### config.mk
export PLATFORM = sky130hd
export DESIGN_NAME = bru_pred_flat
export DESIGN_NICKNAME = d
export VERILOG_FILES = /design/src/rtl/bru_pred_pkg.sv /design/src/rtl/bru_pred_if.sv /design/src/rtl/bru_btb.sv /design/src/rtl/bru_pred.sv /design/src/flat_wrapper.sv
export SDC_FILE = /design/constraint.sdc
export NUM_CORES = 1
export LEC_CHECK = 0
export BUFFER_PORTS_ARGS = -buffer_cell sky130_fd_sc_hd__clkbuf_2
export CORE_AREA = 2 2 315 317
export DETAILED_ROUTE_END_ITERATION = 16
export DIE_AREA = 0 0 317 319
export GPL_TIMING_DRIVEN = 0
export PLACE_DENSITY = 0.72
export REMOVE_ABC_BUFFERS = 1
export SYNTH_ARGS = -nofsm -noshare
export SYNTH_HDL_FRONTEND = slang
export SYNTH_SLANG_ARGS = --single-unit
### constraint.sdc
create_clock -name clk -period 9 [get_ports clk]
set_clock_uncertainty 0.2 [all_clocks]
set_input_delay 1.8 -clock clk [delete_from_list [all_inputs] [get_ports clk]]
set_output_delay 1.8 -clock clk [all_outputs]
set_load 0.02 [all_outputs]
### src/rtl/bru_pred_pkg.sv
// rtl/bru_pred_pkg.sv - shared widths, reset vector and branch counter helpers for bru_pred
package bru_pred_pkg;

    localparam int XLEN = 32;
    localparam logic [XLEN-1:0] DEF_RESET_VECTOR = 32'h8000_0000;
    localparam logic [XLEN-1:0] JALR_MASK = ~XLEN'(1);

    typedef enum logic [1:0] {
        CTR_SNT = 2'd0,
        CTR_WNT = 2'd1,
        CTR_WT  = 2'd2,
        CTR_ST  = 2'd3
    } ctr_e;

    function automatic ctr_e ctr_inc(input ctr_e c);
        return (c == CTR_ST) ? CTR_ST : ctr_e'(c + 2'd1);
    endfunction

    function automatic ctr_e ctr_dec(input ctr_e c);
        return (c == CTR_SNT) ? CTR_SNT : ctr_e'(c - 2'd1);
    endfunction

endpackage

### src/rtl/bru_pred_if.sv
// rtl/bru_pred_if.sv - fetch handshake and resolve bundle between bru_pred, IFU and WBU
interface bru_pred_if;
    import bru_pred_pkg::*;

    logic [XLEN-1:0] o_pc;
    logic            o_pc_valid;
    logic            i_pc_ready;
    logic            i_res_valid;
    logic [XLEN-1:0] i_res_pc;
    logic [XLEN-1:0] i_res_imm;
    logic [XLEN-1:0] i_res_rs1;
    logic            i_res_is_jal;
    logic            i_res_is_jalr;
    logic            i_res_is_br;
    logic            i_res_br_taken;
    logic            o_flush;
    logic [31:0]     o_mispred_cnt;

    modport master (
        output o_pc, o_pc_valid, o_flush, o_mispred_cnt,
        input  i_pc_ready, i_res_valid, i_res_pc, i_res_imm, i_res_rs1,
        input  i_res_is_jal, i_res_is_jalr, i_res_is_br, i_res_br_taken
    );

    modport slave (
        input  o_pc, o_pc_valid, o_flush, o_mispred_cnt,
        output i_pc_ready, i_res_valid, i_res_pc, i_res_imm, i_res_rs1,
        output i_res_is_jal, i_res_is_jalr, i_res_is_br, i_res_br_taken
    );

endinterface

### src/rtl/bru_btb.sv
// rtl/bru_btb.sv - direct-mapped BTB: fetch lookup port, resolve lookup port, registered write port
module bru_btb
    import bru_pred_pkg::*;
#(
    parameter int DEPTH = 16
) (
    input  logic            clk,
    input  logic            rst,
    input  logic [XLEN-1:2] lk_pc,
    output logic            lk_taken,
    output logic [XLEN-1:0] lk_target,
    input  logic [XLEN-1:2] rs_pc,
    output logic            rs_hit,
    output ctr_e            rs_ctr,
    output logic [XLEN-1:0] rs_target,
    input  logic            wr_en,
    input  logic [XLEN-1:2] wr_pc,
    input  logic [XLEN-1:0] wr_target,
    input  ctr_e            wr_ctr,
    input  logic            wr_uncond
);
    localparam int IDX = $clog2(DEPTH);
    localparam int TW  = XLEN - 2 - IDX;

    logic [DEPTH-1:0] valid;
    logic [DEPTH-1:0] uncond;
    logic [TW-1:0]    tag    [DEPTH];
    logic [XLEN-1:0]  target [DEPTH];
    ctr_e             ctr    [DEPTH];

    logic [IDX-1:0] lk_idx, rs_idx, wr_idx;
    logic           lk_hit;

    assign lk_idx = lk_pc[IDX+1:2];
    assign rs_idx = rs_pc[IDX+1:2];
    assign wr_idx = wr_pc[IDX+1:2];

    assign lk_hit    = valid[lk_idx] && (tag[lk_idx] == lk_pc[XLEN-1:IDX+2]);
    assign lk_taken  = lk_hit && (uncond[lk_idx] || ctr[lk_idx] >= CTR_WT);
    assign lk_target = target[lk_idx];

    assign rs_hit    = valid[rs_idx] && (tag[rs_idx] == rs_pc[XLEN-1:IDX+2]);
    assign rs_ctr    = ctr[rs_idx];
    assign rs_target = target[rs_idx];

    // Only the valid bits need clearing; stale payload is masked by valid.
    always_ff @(posedge clk) begin
        if (!rst) begin
            valid <= '0;
        end else if (wr_en) begin
            valid[wr_idx]  <= 1'b1;
            uncond[wr_idx] <= wr_uncond;
            tag[wr_idx]    <= wr_pc[XLEN-1:IDX+2];
            target[wr_idx] <= wr_target;
            ctr[wr_idx]    <= wr_ctr;
        end
    end

endmodule

### src/rtl/bru_pred.sv
// rtl/bru_pred.sv - fetch PC owner with BTB prediction, in-order resolve and mispredict redirect
module bru_pred
    import bru_pred_pkg::*;
#(
    parameter logic [XLEN-1:0] RESET_VECTOR = DEF_RESET_VECTOR,
    parameter int              BTB_DEPTH    = 16,
    parameter int              INFLIGHT     = 2
) (
    input logic        clk,
    input logic        rst,
    bru_pred_if.master bus
);
    localparam int PW = $clog2(INFLIGHT);
    localparam int CW = $clog2(INFLIGHT + 1);

    logic [XLEN-1:0] pc;
    logic            started;
    logic            flush;
    logic [31:0]     mispred_cnt;
    logic [XLEN-1:0] fifo_pc  [INFLIGHT];
    logic [XLEN-1:0] fifo_npc [INFLIGHT];
    logic [PW-1:0]   rd_ptr, wr_ptr;
    logic [CW-1:0]   count;

    logic            lk_taken, rs_hit;
    logic [XLEN-1:0] lk_target, rs_target, pred_npc, actual_npc, wr_target;
    ctr_e            rs_ctr, wr_ctr;
    logic            wr_en, wr_uncond, fire, mispred;

    function automatic logic [PW-1:0] ptr_next(input logic [PW-1:0] p);
        return (p == PW'(INFLIGHT - 1)) ? '0 : p + 1'b1;
    endfunction

    bru_btb #(.DEPTH(BTB_DEPTH)) u_btb (
        .clk       (clk),
        .rst       (rst),
        .lk_pc     (pc[XLEN-1:2]),
        .lk_taken  (lk_taken),
        .lk_target (lk_target),
        .rs_pc     (bus.i_res_pc[XLEN-1:2]),
        .rs_hit    (rs_hit),
        .rs_ctr    (rs_ctr),
        .rs_target (rs_target),
        .wr_en     (wr_en),
        .wr_pc     (bus.i_res_pc[XLEN-1:2]),
        .wr_target (wr_target),
        .wr_ctr    (wr_ctr),
        .wr_uncond (wr_uncond)
    );

    assign pred_npc = lk_taken ? lk_target : pc + XLEN'(4);
    assign fire     = bus.o_pc_valid & bus.i_pc_ready;
    assign mispred  = bus.i_res_valid && (actual_npc != fifo_npc[rd_ptr]);

    always_comb begin
        actual_npc = bus.i_res_pc + XLEN'(4);
        if (bus.i_res_is_jalr)
            actual_npc = (bus.i_res_rs1 + bus.i_res_imm) & JALR_MASK;
        else if (bus.i_res_is_jal || (bus.i_res_is_br && bus.i_res_br_taken))
            actual_npc = bus.i_res_pc + bus.i_res_imm;
    end

    // Jumps always install as strongly-taken unconditional; branches train the counter.
    always_comb begin
        wr_en     = bus.i_res_valid & (bus.i_res_is_jal | bus.i_res_is_jalr | bus.i_res_is_br);
        wr_target = actual_npc;
        wr_ctr    = CTR_ST;
        wr_uncond = 1'b1;
        if (!(bus.i_res_is_jal || bus.i_res_is_jalr) && bus.i_res_is_br) begin
            wr_uncond = 1'b0;
            if (bus.i_res_br_taken) begin
                wr_ctr = rs_hit ? ctr_inc(rs_ctr) : CTR_WT;
            end else begin
                wr_en     = wr_en & rs_hit;
                wr_ctr    = ctr_dec(rs_ctr);
                wr_target = rs_target;
            end
        end
    end

    always_ff @(posedge clk) begin
        if (!rst) begin
            pc          <= RESET_VECTOR;
            started     <= 1'b0;
            flush       <= 1'b0;
            mispred_cnt <= '0;
            rd_ptr      <= '0;
            wr_ptr      <= '0;
            count       <= '0;
        end else begin
            started <= 1'b1;
            flush   <= mispred;
            if (mispred) begin
                // Redirect wins over a same-cycle fetch, which is simply not recorded.
                pc          <= actual_npc;
                rd_ptr      <= '0;
                wr_ptr      <= '0;
                count       <= '0;
                mispred_cnt <= mispred_cnt + 32'd1;
            end else begin
                if (fire) begin
                    fifo_pc[wr_ptr]  <= pc;
                    fifo_npc[wr_ptr] <= pred_npc;
                    wr_ptr           <= ptr_next(wr_ptr);
                    pc               <= pred_npc;
                end
                if (bus.i_res_valid)
                    rd_ptr <= ptr_next(rd_ptr);
                count <= count + CW'(fire) - CW'(bus.i_res_valid);
            end
        end
    end

    assign bus.o_pc          = pc;
    assign bus.o_pc_valid    = started && (count != CW'(INFLIGHT));
    assign bus.o_flush       = flush;
    assign bus.o_mispred_cnt = mispred_cnt;

    assert property (@(posedge clk) disable iff (!rst) bus.i_res_valid |-> count != '0);
    assert property (@(posedge clk) disable iff (!rst) bus.i_res_valid |-> bus.i_res_pc == fifo_pc[rd_ptr]);

endmodule
### src/flat_wrapper.sv
// flat-port wrapper written by rule: the top's interface ports become plain ports
module bru_pred_flat import bru_pred_pkg::*;
#(
    parameter logic [XLEN-1:0] RESET_VECTOR = DEF_RESET_VECTOR,
    parameter int              BTB_DEPTH    = 16,
    parameter int              INFLIGHT     = 2
)
  (clk, rst, bus_o_pc, bus_o_pc_valid, bus_o_flush, bus_o_mispred_cnt, bus_i_pc_ready, bus_i_res_valid, bus_i_res_pc, bus_i_res_imm, bus_i_res_rs1, bus_i_res_is_jal, bus_i_res_is_jalr, bus_i_res_is_br, bus_i_res_br_taken);
  bru_pred_if bus_i ();
  input logic clk;
  input logic rst;
  output wire logic [$bits(bus_i.o_pc)-1:0] bus_o_pc;
  output wire logic [$bits(bus_i.o_pc_valid)-1:0] bus_o_pc_valid;
  output wire logic [$bits(bus_i.o_flush)-1:0] bus_o_flush;
  output wire logic [$bits(bus_i.o_mispred_cnt)-1:0] bus_o_mispred_cnt;
  input wire logic [$bits(bus_i.i_pc_ready)-1:0] bus_i_pc_ready;
  input wire logic [$bits(bus_i.i_res_valid)-1:0] bus_i_res_valid;
  input wire logic [$bits(bus_i.i_res_pc)-1:0] bus_i_res_pc;
  input wire logic [$bits(bus_i.i_res_imm)-1:0] bus_i_res_imm;
  input wire logic [$bits(bus_i.i_res_rs1)-1:0] bus_i_res_rs1;
  input wire logic [$bits(bus_i.i_res_is_jal)-1:0] bus_i_res_is_jal;
  input wire logic [$bits(bus_i.i_res_is_jalr)-1:0] bus_i_res_is_jalr;
  input wire logic [$bits(bus_i.i_res_is_br)-1:0] bus_i_res_is_br;
  input wire logic [$bits(bus_i.i_res_br_taken)-1:0] bus_i_res_br_taken;
  assign bus_o_pc = bus_i.o_pc;
  assign bus_o_pc_valid = bus_i.o_pc_valid;
  assign bus_o_flush = bus_i.o_flush;
  assign bus_o_mispred_cnt = bus_i.o_mispred_cnt;
  assign bus_i.i_pc_ready = bus_i_pc_ready;
  assign bus_i.i_res_valid = bus_i_res_valid;
  assign bus_i.i_res_pc = bus_i_res_pc;
  assign bus_i.i_res_imm = bus_i_res_imm;
  assign bus_i.i_res_rs1 = bus_i_res_rs1;
  assign bus_i.i_res_is_jal = bus_i_res_is_jal;
  assign bus_i.i_res_is_jalr = bus_i_res_is_jalr;
  assign bus_i.i_res_is_br = bus_i_res_is_br;
  assign bus_i.i_res_br_taken = bus_i_res_br_taken;
  bru_pred #(.RESET_VECTOR(RESET_VECTOR), .BTB_DEPTH(BTB_DEPTH), .INFLIGHT(INFLIGHT)) u_core (.clk(clk), .rst(rst), .bus(bus_i));
endmodule
# Yosys cells after proc, flatten, opt, wreduce, memory -nomap -nowiden
# Memory sizes are Yosys's and may differ from the RTL's. A register that Yosys moved wholly into a read port is not among the register bits.
# Cells that the tools add are included.
[word_totals]
regBits = 102
n_memories = 4
input_bits = 104
mem_bits_rw = 1024
romBits = 0
latchBits = 0
word_cells = 100
out_inout_bits = 66
[memory_table]
columns = ["name", "words", "width", "rd", "rd_clocked_by_memory_dff", "wr", "line", "rtl"]
rows = [
  ["u_core.u_btb.target", 16, 32, 1, 1, 1, "bru_btb.sv:28", "logic [XLEN-1:0] target [DEPTH];"],
  ["u_core.u_btb.tag", 16, 26, 2, 1, 1, "bru_btb.sv:27", "logic [TW-1:0] tag [DEPTH];"],
  ["u_core.fifo_npc", 2, 32, 1, 1, 1, "bru_pred.sv:21", "logic [XLEN-1:0] fifo_npc [INFLIGHT];"],
  ["u_core.u_btb.ctr", 16, 2, 2, 1, 1, "bru_btb.sv:29", "ctr_e ctr [DEPTH];"],
]
[op_classes]
n_reduce_logical = 17
addsub = 11
div_mod_pow = 0
bitwise = 7
magnitude_cmp = 4
n_eq_ne = 6
n_shift = 0
mux = 42
multipliers = 0
[ops]
columns = ["op", "count"]
rows = [
  ["32-bit two-way mux", 7],
  ["32-bit by 3-bit adder with 32-bit output, second input constant", 2],
  ["32-bit adder", 2],
  ["26-bit == test", 2],
  ["32-bit by 1-bit adder with 32-bit output, second input constant", 1],
  ["32-bit != test", 1],
  ["4-bit two-way mux", 6],
  ["1-bit two-way mux", 19],
  ["16-bit bitwise mux", 1],
  ["16-bit OR", 1],
  ["1-bit binary-select mux with 4-bit select", 3],
  ["4-bit by 5-bit < comparator with 1-bit output, second input constant", 2],
  ["2-bit two-way mux", 5],
  ["1-bit logical AND", 8],
  ["1-bit demux with 4-bit select", 1],
  ["4-bit by 1-bit greater-or-equal comparator with 1-bit output, second input constant", 1],
  ["2-bit != test, second input constant", 2],
  ["2-bit AND reduction", 2],
  ["1-bit bitwise AND", 3],
  ["1-bit logical OR", 3],
  ["1-bit adder, second input constant", 2],
  ["2-bit by 1-bit adder with 2-bit output", 1],
  ["2-bit by 1-bit adder with 2-bit output, second input constant", 1],
  ["2-bit == test, second input constant", 1],
  ["9 further kinds", 10],
]

# Depth between registers and ports, before layout
# Gate-level depths: netlist of run 1.
[depth]
ltp_word = 10
mapped_depth = 18
ltp_nobuf = 15

# Modules after synthesis
# Synthesis of run 1 repeated with hierarchy kept, for this count alone.
[unflattened]
cells_unflattened = 3848
area_unflattened_um2 = 58960.3
[modules_own_cells]
columns = ["module", "seq_area_each_um2", "n_inst", "cells_each", "area_each_um2"]
rows = [
  ["bru_btb", 29628.4, 1, 2209, 45944.1],
  ["bru_pred", 3343.2, 1, 1639, 13016.2],
]

# Worst setup path after synthesis of run 1
# Ideal clock, no wire load.
[synth_path]
kind = "input to register"
from = "in bus_i_res_imm[0]"
to = "mem u_core.fifo_npc[0][0] (enable)"
slack_ns = 0.517
arrival_time_ns = 7.822
path_buffers = 0
t_required_ns = 8.339
stages = 15
setup_time_ns = 0.461
cell_sequence = "and2_1 fa_1 a21o_1 a221o_1 a21boi_0 o21ai_0 xnor2_1 a222oi_1 xnor2_1 nor4_4 nand4_1 nor3_2 a21o_2 nand2_1 nor3_1"
[synth_via]
elab_chain_len = 8
word_cells_on_any_way = 9
cone_classes = "2 x add/sub; 1 x eq/ne; 5 x mux; 1 x reduce/logical"
[synth_rtl]
columns = ["item", "line", "rtl"]
rows = [
  ["start, declared", "flat_wrapper.sv:19", "input wire logic [$bits(bus_i.i_res_imm)-1:0] bus_i_res_imm;"],
  ["32-bit adder", "bru_pred.sv:60", "actual_npc = bus.i_res_pc + bus.i_res_imm;"],
  ["32-bit two-way mux", "bru_pred.sv:59", "else if (bus.i_res_is_jal || (bus.i_res_is_br && bus.i_res_br_taken))"],
  ["32-bit two-way mux *", "bru_pred.sv:57", "if (bus.i_res_is_jalr)"],
  ["via u_core.actual_npc[10]", "bru_pred.sv:26", "logic [XLEN-1:0] lk_target, rs_target, pred_npc, actual_npc, wr_target;"],
  ["32-bit != test *", "bru_pred.sv:53", "assign mispred = bus.i_res_valid && (actual_npc != fifo_npc[rd_ptr]);"],
  ["1-bit logical AND *", "bru_pred.sv:53", ""],
  ["1-bit two-way mux *", "bru_pred.sv:93", "if (mispred) begin"],
  ["1-bit two-way mux *", "bru_pred.sv:82", "if (!rst) begin"],
  ["1-bit two-way mux *", "-", ""],
  ["end, declared", "bru_pred.sv:21", ""],
]
# The timed path passes the listed nets; every way through them passes the cells marked *.

# Final worst setup path of run 1
[layout_path]
from = "in bus_i_res_is_jalr"
to = "mem u_core.fifo_npc[1][2] (enable)"
[layout_via]
elab_chain_len = 6
[layout_rtl]
columns = ["item", "line", "rtl"]
rows = [
  ["start, declared", "flat_wrapper.sv:22", "input wire logic [$bits(bus_i.i_res_is_jalr)-1:0] bus_i_res_is_jalr;"],
  ["32-bit two-way mux", "bru_pred.sv:57", ""],
  ["32-bit != test", "bru_pred.sv:53", ""],
  ["1-bit logical AND", "bru_pred.sv:53", ""],
  ["1-bit two-way mux", "bru_pred.sv:93", ""],
  ["1-bit two-way mux", "bru_pred.sv:82", ""],
  ["1-bit two-way mux", "-", ""],
]
# No other way between the ends.

==> reports/qor.csv, run 1 <==
metric;value;unit
outcome;finished clean;
chip width;317;um
I/O pins;170;
type of origin of the critical path;input port;
Buf/Inv on CP;3;
via count;32600;
DRT iter0 DRCs;3984;
slew at the pin closest to its max-slew limit;1.41;ns
Nets;3566;
Clock Power Share;0.377;
# DRC;0;
Power per Cell Area;204;nW/um^2
Seq pwr share;0.485;
Hold Buf Count CTS;0;
gpl congestion;0.950;
clock sinks;1131;
Layout area overhead;13.7;%
largest net degree at the start of global routing;100;
row cnt;115;
Synth Cell Area;53400;sq um
WHS;0.271;ns
async set-reset flop share out of synthesis;0;
worst r2r path cells;15;
syn_area_per_cell;16.7;sq um
Arr. time, crit path;8.97;ns
Die ar.;101000;sq um
distinct cell type count after synthesis;95;
Yosys top cell area share;0.584;
Tcrit/Tclk final;0.970;
drt total wl;154000;um
share of cells above drive strength 1;0.279;
CP Cell Sequence;clkbuf_2 > clkinvlp_4 > a31oi_1 > xor2_1 > nor4_1 > o2111ai_1 > or4_4 > nor4_4 > nand4_1 > nor3_2 > a21o_4 > nand2_2 > nor2_4 > buf_16;
worst-path maximum fanout;53;
worst reg-to-reg setup slack;2.39;ns
combinational group share of total power;0.138;
number of CTS-inserted buffers;112;
ANT nets after route;0;
root buffer cell;clkbuf_16;
Overall Global Routing Usage;0.306;
Placeable Area;97700;sq um
HP Class;reg2reg;
final hold violation count;0;
Max Buffers Root-to-Sink;3;
number of synthesized flops with an enable pin;1040;
Synth Warn #;0;
Slew Limit Fails;0;
Rel. slew slack;0.0327;
RSZ-0062 raised after global routing;false;
I/O Buffers;169;
gr ovfl total;0;
Top delay family on crit path;simple AND/OR/NAND/NOR gates;
initial antenna violation count;5;
Peak VDD IR;173;uV
First-pass DRT Iterations;6;
fmax;115;MHz
Main synth FF type;edfxtp_1;
largest area contributor in the netlist;edfxtp_1;
Int Power;0.00928;W
via/cell ratio;6.83;
CTS clk-pin slew, worst paths;0.06;ns
H-tree Lvls;3;
RR Endpoint;u_core.bus.o_pc[30]$_SDFFE_PN0N_;
Synth area leaders;edfxtp_1, mux4_2, dfxtp_1;
Worst-Skew Late Latency;0.73;ns
Die Ht;319;um
initial core utilization;0.547;
commonest cells in the netlist;edfxtp_1, mux4_2, nand2_1, a21oi_1, nor2_1;
crit path to;u_core.fifo_npc[1][2]$_DFFE_PP_;
minimum clock period;8.73;ns
# setup viols final;0;
slowest cell on the critical path;clkbuf_2;
count leader, synth;edfxtp_1;
kind of critical path;in2reg;
Worst Setup SP;bus_i_res_is_jalr;
first-pass GRT wire length;222000;um
hold depth;1;
Critical Path Stages;14;
drt wl/cell;32.2;um
HPWL after DPL;106000;um
TNS Setup;0;ns
Net Sw Frac;0.253;
Post-Syn Instances;3198;
CP max stage delay;0.98;ns
maxcap violations;0;
sequential cell area fraction in the yosys report;0.619;
CTS tree;done;
P_leak;19.7;nW
Req. time, crit path;9.24;ns
switching power;0.00315;W
synthesized flop and latch total;1131;
vias in the first global route;32200;
crit end category;flop;
-- final cells by class --
class / count / area, sq um
antenna: 3 / 7.51
sequential: 1131 / 33100
timing repair inverter: 2 / 10.0
inverter: 46 / 176
multi-input combinational: 1836 / 19600
fill: 6717 / 36900
clock inverter: 68 / 692
tap: 1287 / 1610
clock buffer: 141 / 3010
timing repair buffer: 262 / 2550
-- layer usage --
metal | global-route usage | wire length (um)
met5 | 0 | 51
met4 | 0.107 | 5820
met3 | 0.0714 | 16100
met2 | 0.480 | 73400
met1 | 0.423 | 58400
-- cells by family after synthesis --
group | after synthesis | share of synthesized area
xor+xnor | 167 | 0.0274
fa+ha+maj | 71 | 0.0169
flops | 1131 | 0.619
buf+inv | 231 | 0.0180
simple gates | 578 | 0.0551
compound gates | 457 | 0.0571
mux | 563 | 0.207
-- cells in the final DEF, fill, tap and decap left out, drive strengths merged, types with 33 or more instances in the layout --
cell,count
dfxtp,91
a21o,40
nand3,56
a211oi,33
clkbuf,310
clkinv,46
inv,50
xnor2,111
nor2,137
xor2,56
o21ai,69
nor3,36
mux4,431
nand2,145
mux2i,104
buf,93
ha,69
a21oi,144
edfxtp,1040
nand4,46
-- repair_timing --
action | CTS | global route
endpoints found under the hold margin | 0 | 0
setup buffers | 3 | 6
gates cloned | 1 | 1
endpoints found under the setup margin | 78 | 43
resized for setup | 5 | 1
pin swaps | 3 | 1
-- per-stage QoR --
| stage | utilization | std cells | total power, W | cell area (sq um) | setup WS [ns] |
|---|---|---|---|---|---|
| floorplan | - | 3013 | 0.00728 | 52700 | -5.32 |
| global placement | 0.564 | 4469 | 0.00797 | 55100 | -12.07 |
| detailed placement | 0.583 | 4552 | 0.00780 | 56900 | -2.20 |
| CTS | 0.621 | 4765 | 0.0124 | 60700 | 0.0473 |
| global route | 0.622 | 4774 | 0.0128 | 60800 | 0.168 |
| finish | 0.622 | 4776 | 0.0124 | 60800 | 0.273 |
-- registers in the layout, indices dropped and copies added (netlist names), 2 cells and up, named ones only --
| name | cells |
|---|---|
| u_core.u_btb.target | 512 |
| u_core.u_btb.tag | 416 |
| u_core.fifo_npc | 64 |
| u_core.bus.o_mispred_cnt | 32 |
| u_core.bus.o_pc | 32 |
| u_core.u_btb.ctr | 32 |
| u_core.u_btb.uncond | 16 |
| u_core.u_btb.valid | 16 |
| u_core.count | 2 |
-- worst min-delay path by stage --
stage	start	to	slack, ns
2_1_floorplan	u_core.u_btb.valid[10]$_SDFFE_PN0P_	u_core.u_btb.valid[10]$_SDFFE_PN0P_	0.24
3_3_place_gp	u_core.u_btb.valid[6]$_SDFFE_PN0P_	u_core.u_btb.valid[6]$_SDFFE_PN0P_	0.25
3_5_place_dp	u_core.u_btb.valid[14]$_SDFFE_PN0P_	u_core.u_btb.valid[14]$_SDFFE_PN0P_	0.26
4_1_cts	u_core.u_btb.valid[14]$_SDFFE_PN0P_	u_core.u_btb.valid[14]$_SDFFE_PN0P_	0.28
5_1_grt	u_core.u_btb.valid[7]$_SDFFE_PN0P_	u_core.u_btb.valid[7]$_SDFFE_PN0P_	0.30
6_report	u_core.u_btb.valid[14]$_SDFFE_PN0P_	u_core.u_btb.valid[14]$_SDFFE_PN0P_	0.27
-- power by group through the flow --
stage / logic, W / clock network [W] / registers, W
after floorplan: 0.00109 / 0 / 0.00619
after global routing: 0.00181 / 0.00494 / 0.00603
after global placement: 0.00170 / 0 / 0.00626
final: 0.00171 / 0.00469 / 0.00603
after CTS: 0.00168 / 0.00473 / 0.00603
after detailed placement: 0.00166 / 0 / 0.00614
No activity file was read; power rests on OpenSTA's default activity.
==> inputs of run 2 (changes only) <==
--- a/config.mk
+++ b/config.mk
@@ -6,11 +6,13 @@
 export NUM_CORES = 1
 export LEC_CHECK = 0
 export BUFFER_PORTS_ARGS = -buffer_cell sky130_fd_sc_hd__clkbuf_2
+export CELL_PAD_IN_SITES_DETAIL_PLACEMENT = 0
+export CELL_PAD_IN_SITES_GLOBAL_PLACEMENT = 1
 export CORE_AREA = 2 2 315 317
 export DETAILED_ROUTE_END_ITERATION = 16
 export DIE_AREA = 0 0 317 319
 export GPL_TIMING_DRIVEN = 0
-export PLACE_DENSITY = 0.72
+export PLACE_DENSITY_LB_ADDON = 0.1
 export REMOVE_ABC_BUFFERS = 1
 export SYNTH_ARGS = -nofsm -noshare
 export SYNTH_HDL_FRONTEND = slang
==> constraint.sdc (replaced) <==
create_clock -name clk -period 10.1 [get_ports clk]
set_clock_uncertainty 0.2 [all_clocks]
set_input_delay 2.02 -clock clk [delete_from_list [all_inputs] [get_ports clk]]
set_output_delay 2.02 -clock clk [all_outputs]
set_load 0.02 [all_outputs]
==> run 2 against run 1 <==
  * Setup slack improved by 0.13 ns
  * Wire length is 2.6% higher
  * Via count decreased by 0.64%
  * Total power decreased by 11%
  * Final cell count is 0.21% lower
  * Die area unchanged
  * First-iteration DRC count grew 1.3%
  * Design area fell by 0.32%
  * Clock-buffer cell count increased by 7
  * Largest cell class unchanged
  * Non-clock buffer count is 3 lower
  * Combinational power is 9% lower
==> reports/qor.csv, run 2 (synthesized netlist as in run 1, its figures left out) <==
metric;value;unit;change
post-route core utilization;0.620;;was 0.622
Die Ht;319;um;unchanged
combinational group share of total power;0.141;;was 0.138
initial core utilization;0.547;;unchanged
Rel. slew slack;0.151;;was 0.0327
ANT nets after route;0;;unchanged
Largest register FFs;512;;unchanged
biggest regs;u_core.u_btb.target: 512 flops, u_core.u_btb.tag: 416 flops, u_core.fifo_npc: 64 flops;;unchanged
Net Sw Frac;0.252;;was 0.253
M1 GR Usage;0.434;;was 0.423
Arr. time, crit path;9.91;ns;was 8.97 ns
worst-path maximum fanout;61;;was 53
kind of critical path;in2reg;;unchanged
Die ar.;101000;sq um;unchanged
Max Buffers Root-to-Sink;3;;unchanged
P_leak;19.6;nW;was 19.7 nW
type of origin of the critical path;input port;;unchanged
gr ovfl total;0;;unchanged
maxcap violations;0;;unchanged
clock sinks;1131;;unchanged
Ant. Diodes;0;;was 3
# DRC;0;;unchanged
crit end category;flop;;unchanged
I/O Buffers;169;;unchanged
busiest grt layer;met2;;unchanged
placed cells;4556;;was 4552
Req. time, crit path;10.32;ns;was 9.24 ns
gpl congestion;0.948;;was 0.950
minimum clock period;9.70;ns;
Setup Buffers After CTS;0;;was 3
worst r2r path cells;15;;unchanged
switching power;0.00278;W;was 0.00315 W
number of CTS-inserted buffers;112;;unchanged
# setup viols final;0;;unchanged
placed cell areas;56900;sq um;about the same
outcome;finished clean;;unchanged
most common cell after layout, fill and taps aside;edfxtp_1;;unchanged
met2 GRT Util;0.508;;was 0.480
DRT iter0 DRCs;4035;;was 3984
worst reg-to-reg setup slack;3.12;ns;was 2.39 ns
Worst-Skew Late Latency;0.71;ns;was 0.73 ns
row cnt;115;;unchanged
HP Class;reg2reg;;unchanged
vias in the first global route;32300;;was 32200
Clock Power Share;0.372;;was 0.377
drt total wl;158000;um;was 154000 um
final hold violation count;0;;unchanged
HPWL after DPL;108000;um;was 106000 um
most frequent cells in the layout;edfxtp_1, mux4_2, clkbuf_2, nand2_1, a21oi_1;;unchanged
routing usage on met3;0.0509;;was 0.0714
Reg with most FFs;u_core.u_btb.target;;unchanged
via/cell ratio;6.81;;was 6.83
Peak VDD IR;164;uV;was 173 uV
H-tree Lvls;3;;unchanged
Final Instance Count excl. Fillers;4766;;was 4776
Setup WS pre-CTS;-0.746;ns;was -2.20 ns
Layout area overhead;13.4;%;was 13.7%
Power per Cell Area;182;nW/um^2;was 204 nW/um^2
Seq pwr share;0.487;;was 0.485
Tcrit/Tclk final;0.960;;
Slew Limit Fails;0;;unchanged
drt wl/cell;33.1;um;was 32.2 um
Power Total;0.0110;W;was 0.0124 W
Overall Global Routing Usage;0.314;;was 0.306
CTS tree;done;;unchanged
Nets;3561;;was 3566
filler cell count;7056;;was 6717
slew at the pin closest to its max-slew limit;1.27;ns;was 1.41 ns
largest net degree at the start of global routing;74;;was 100
RSZ-0062 raised after global routing;false;;unchanged
Worst Hold Launch;u_core.u_btb.valid[8]$_SDFFE_PN0P_;;was u_core.u_btb.valid[14]$_SDFFE_PN0P_
Int Power;0.00824;W;was 0.00928 W
first-pass GRT wire length;226000;um;was 222000 um
fmax;103;MHz;
initial antenna violation count;3;;was 5
hold depth;1;;unchanged
CTS clk-pin slew, worst paths;0.06;ns;about the same
RR Endpoint;u_core.fifo_npc[0][3]$_DFFE_PP_;;was u_core.bus.o_pc[30]$_SDFFE_PN0N_
I/O pins;170;;unchanged
Hold Path End;u_core.u_btb.valid[8]$_SDFFE_PN0P_;;was u_core.u_btb.valid[14]$_SDFFE_PN0P_
share of cells above drive strength 1;0.278;;was 0.279
chip width;317;um;unchanged
Placeable Area;97700;sq um;unchanged
First-pass DRT Iterations;6;;unchanged
Final Cell Area;60600;sq um;was 60800 sq um
root buffer cell;clkbuf_16;;unchanged
final setup margin;0.404;ns;was 0.273 ns
via count;32400;;was 32600
==> run 2: layout make-up <==
type                            instances  area (sq um)  area share
Clock buffer                          148          3090      0.0511
Clock inverter                         59           534     0.00882
Inverter                               46           173     0.00285
Multi-Input combinational cell       1836         19600       0.324
Sequential cell                      1131         33100       0.546
Tap cell                             1287          1610      0.0266
Timing Repair Buffer                  259          2450      0.0404
==> run 2: worst max path at each step <==
| stage | from | to | slack [ns] | depth (start not counted) |
|---|---|---|---|---|
| 2_1_floorplan | flop | u_core.bus.o_pc[13]$_SDFFE_PN0N_ | -4.22 | 9 |
| 3_3_place_gp | flop | u_core.bus.o_pc[30]$_SDFFE_PN0N_ | -11.92 | 9 |
| 3_5_place_dp | bus_i_res_pc[2] | u_core.fifo_npc[0][3]$_DFFE_PP_ | -0.75 | 18 |
| 4_1_cts | bus_i_res_pc[2] | u_core.fifo_npc[0][12]$_DFFE_PP_ | 0.01 | 18 |
| 5_1_grt | bus_i_res_is_jalr | u_core.fifo_npc[0][12]$_DFFE_PP_ | 0.08 | 16 |
| 6_report | bus_i_res_pc[2] | u_core.fifo_npc[0][3]$_DFFE_PP_ | 0.40 | 18 |
==> run 2: layer usage <==
layer / vias up / wire length [um]
met3: 307 / 12400
li1: 13500 / -
met1: 17100 / 62100
met5: - / 36
met4: 6 / 6170
met2: 1533 / 77000
==> run 2: power groups by stage <==
stage | sequential [W] | clock (W) | combinational, W
6_report | 0.00537 | 0.00411 | 0.00155
5_1_grt | 0.00537 | 0.00434 | 0.00164
2_1_floorplan | 0.00552 | 0 | 0.000971
3_5_place_dp | 0.00546 | 0 | 0.00153
4_1_cts | 0.00537 | 0.00416 | 0.00153
3_3_place_gp | 0.00559 | 0 | 0.00156
==> run 2: timing repair <==
item	4_1_cts	5_1_grt
hold buffers	0	0
resized for setup	0	1
endpoints found under the setup margin	0	11
==> run 2: metrics by stage <==
stage,hold slack [ns],setup TNS (ns)
after floorplan,0.238,-397.68
after global placement,0.246,-3241.52
after detailed placement,0.266,-30.65
after CTS,0.280,0
after global routing,0.299,0
final,0.276,0
==> run 2: critical path: stages <==
cell and delay [ns]:
clkbuf_8 0.60, ha_1 0.43, a21o_1 0.23, a311o_1 0.45, a2bb2oi_1 0.38, nand2_1 0.13, xnor2_1 0.19, o221ai_2 0.75
xnor2_1 0.22, nor4b_1 1.02, nand4_1 0.25, nor3_2 0.46, a21o_2 0.79, nand2_1 0.71, nor3_2 0.48, buf_6 0.23
buf_6 0.19, buf_6 0.19
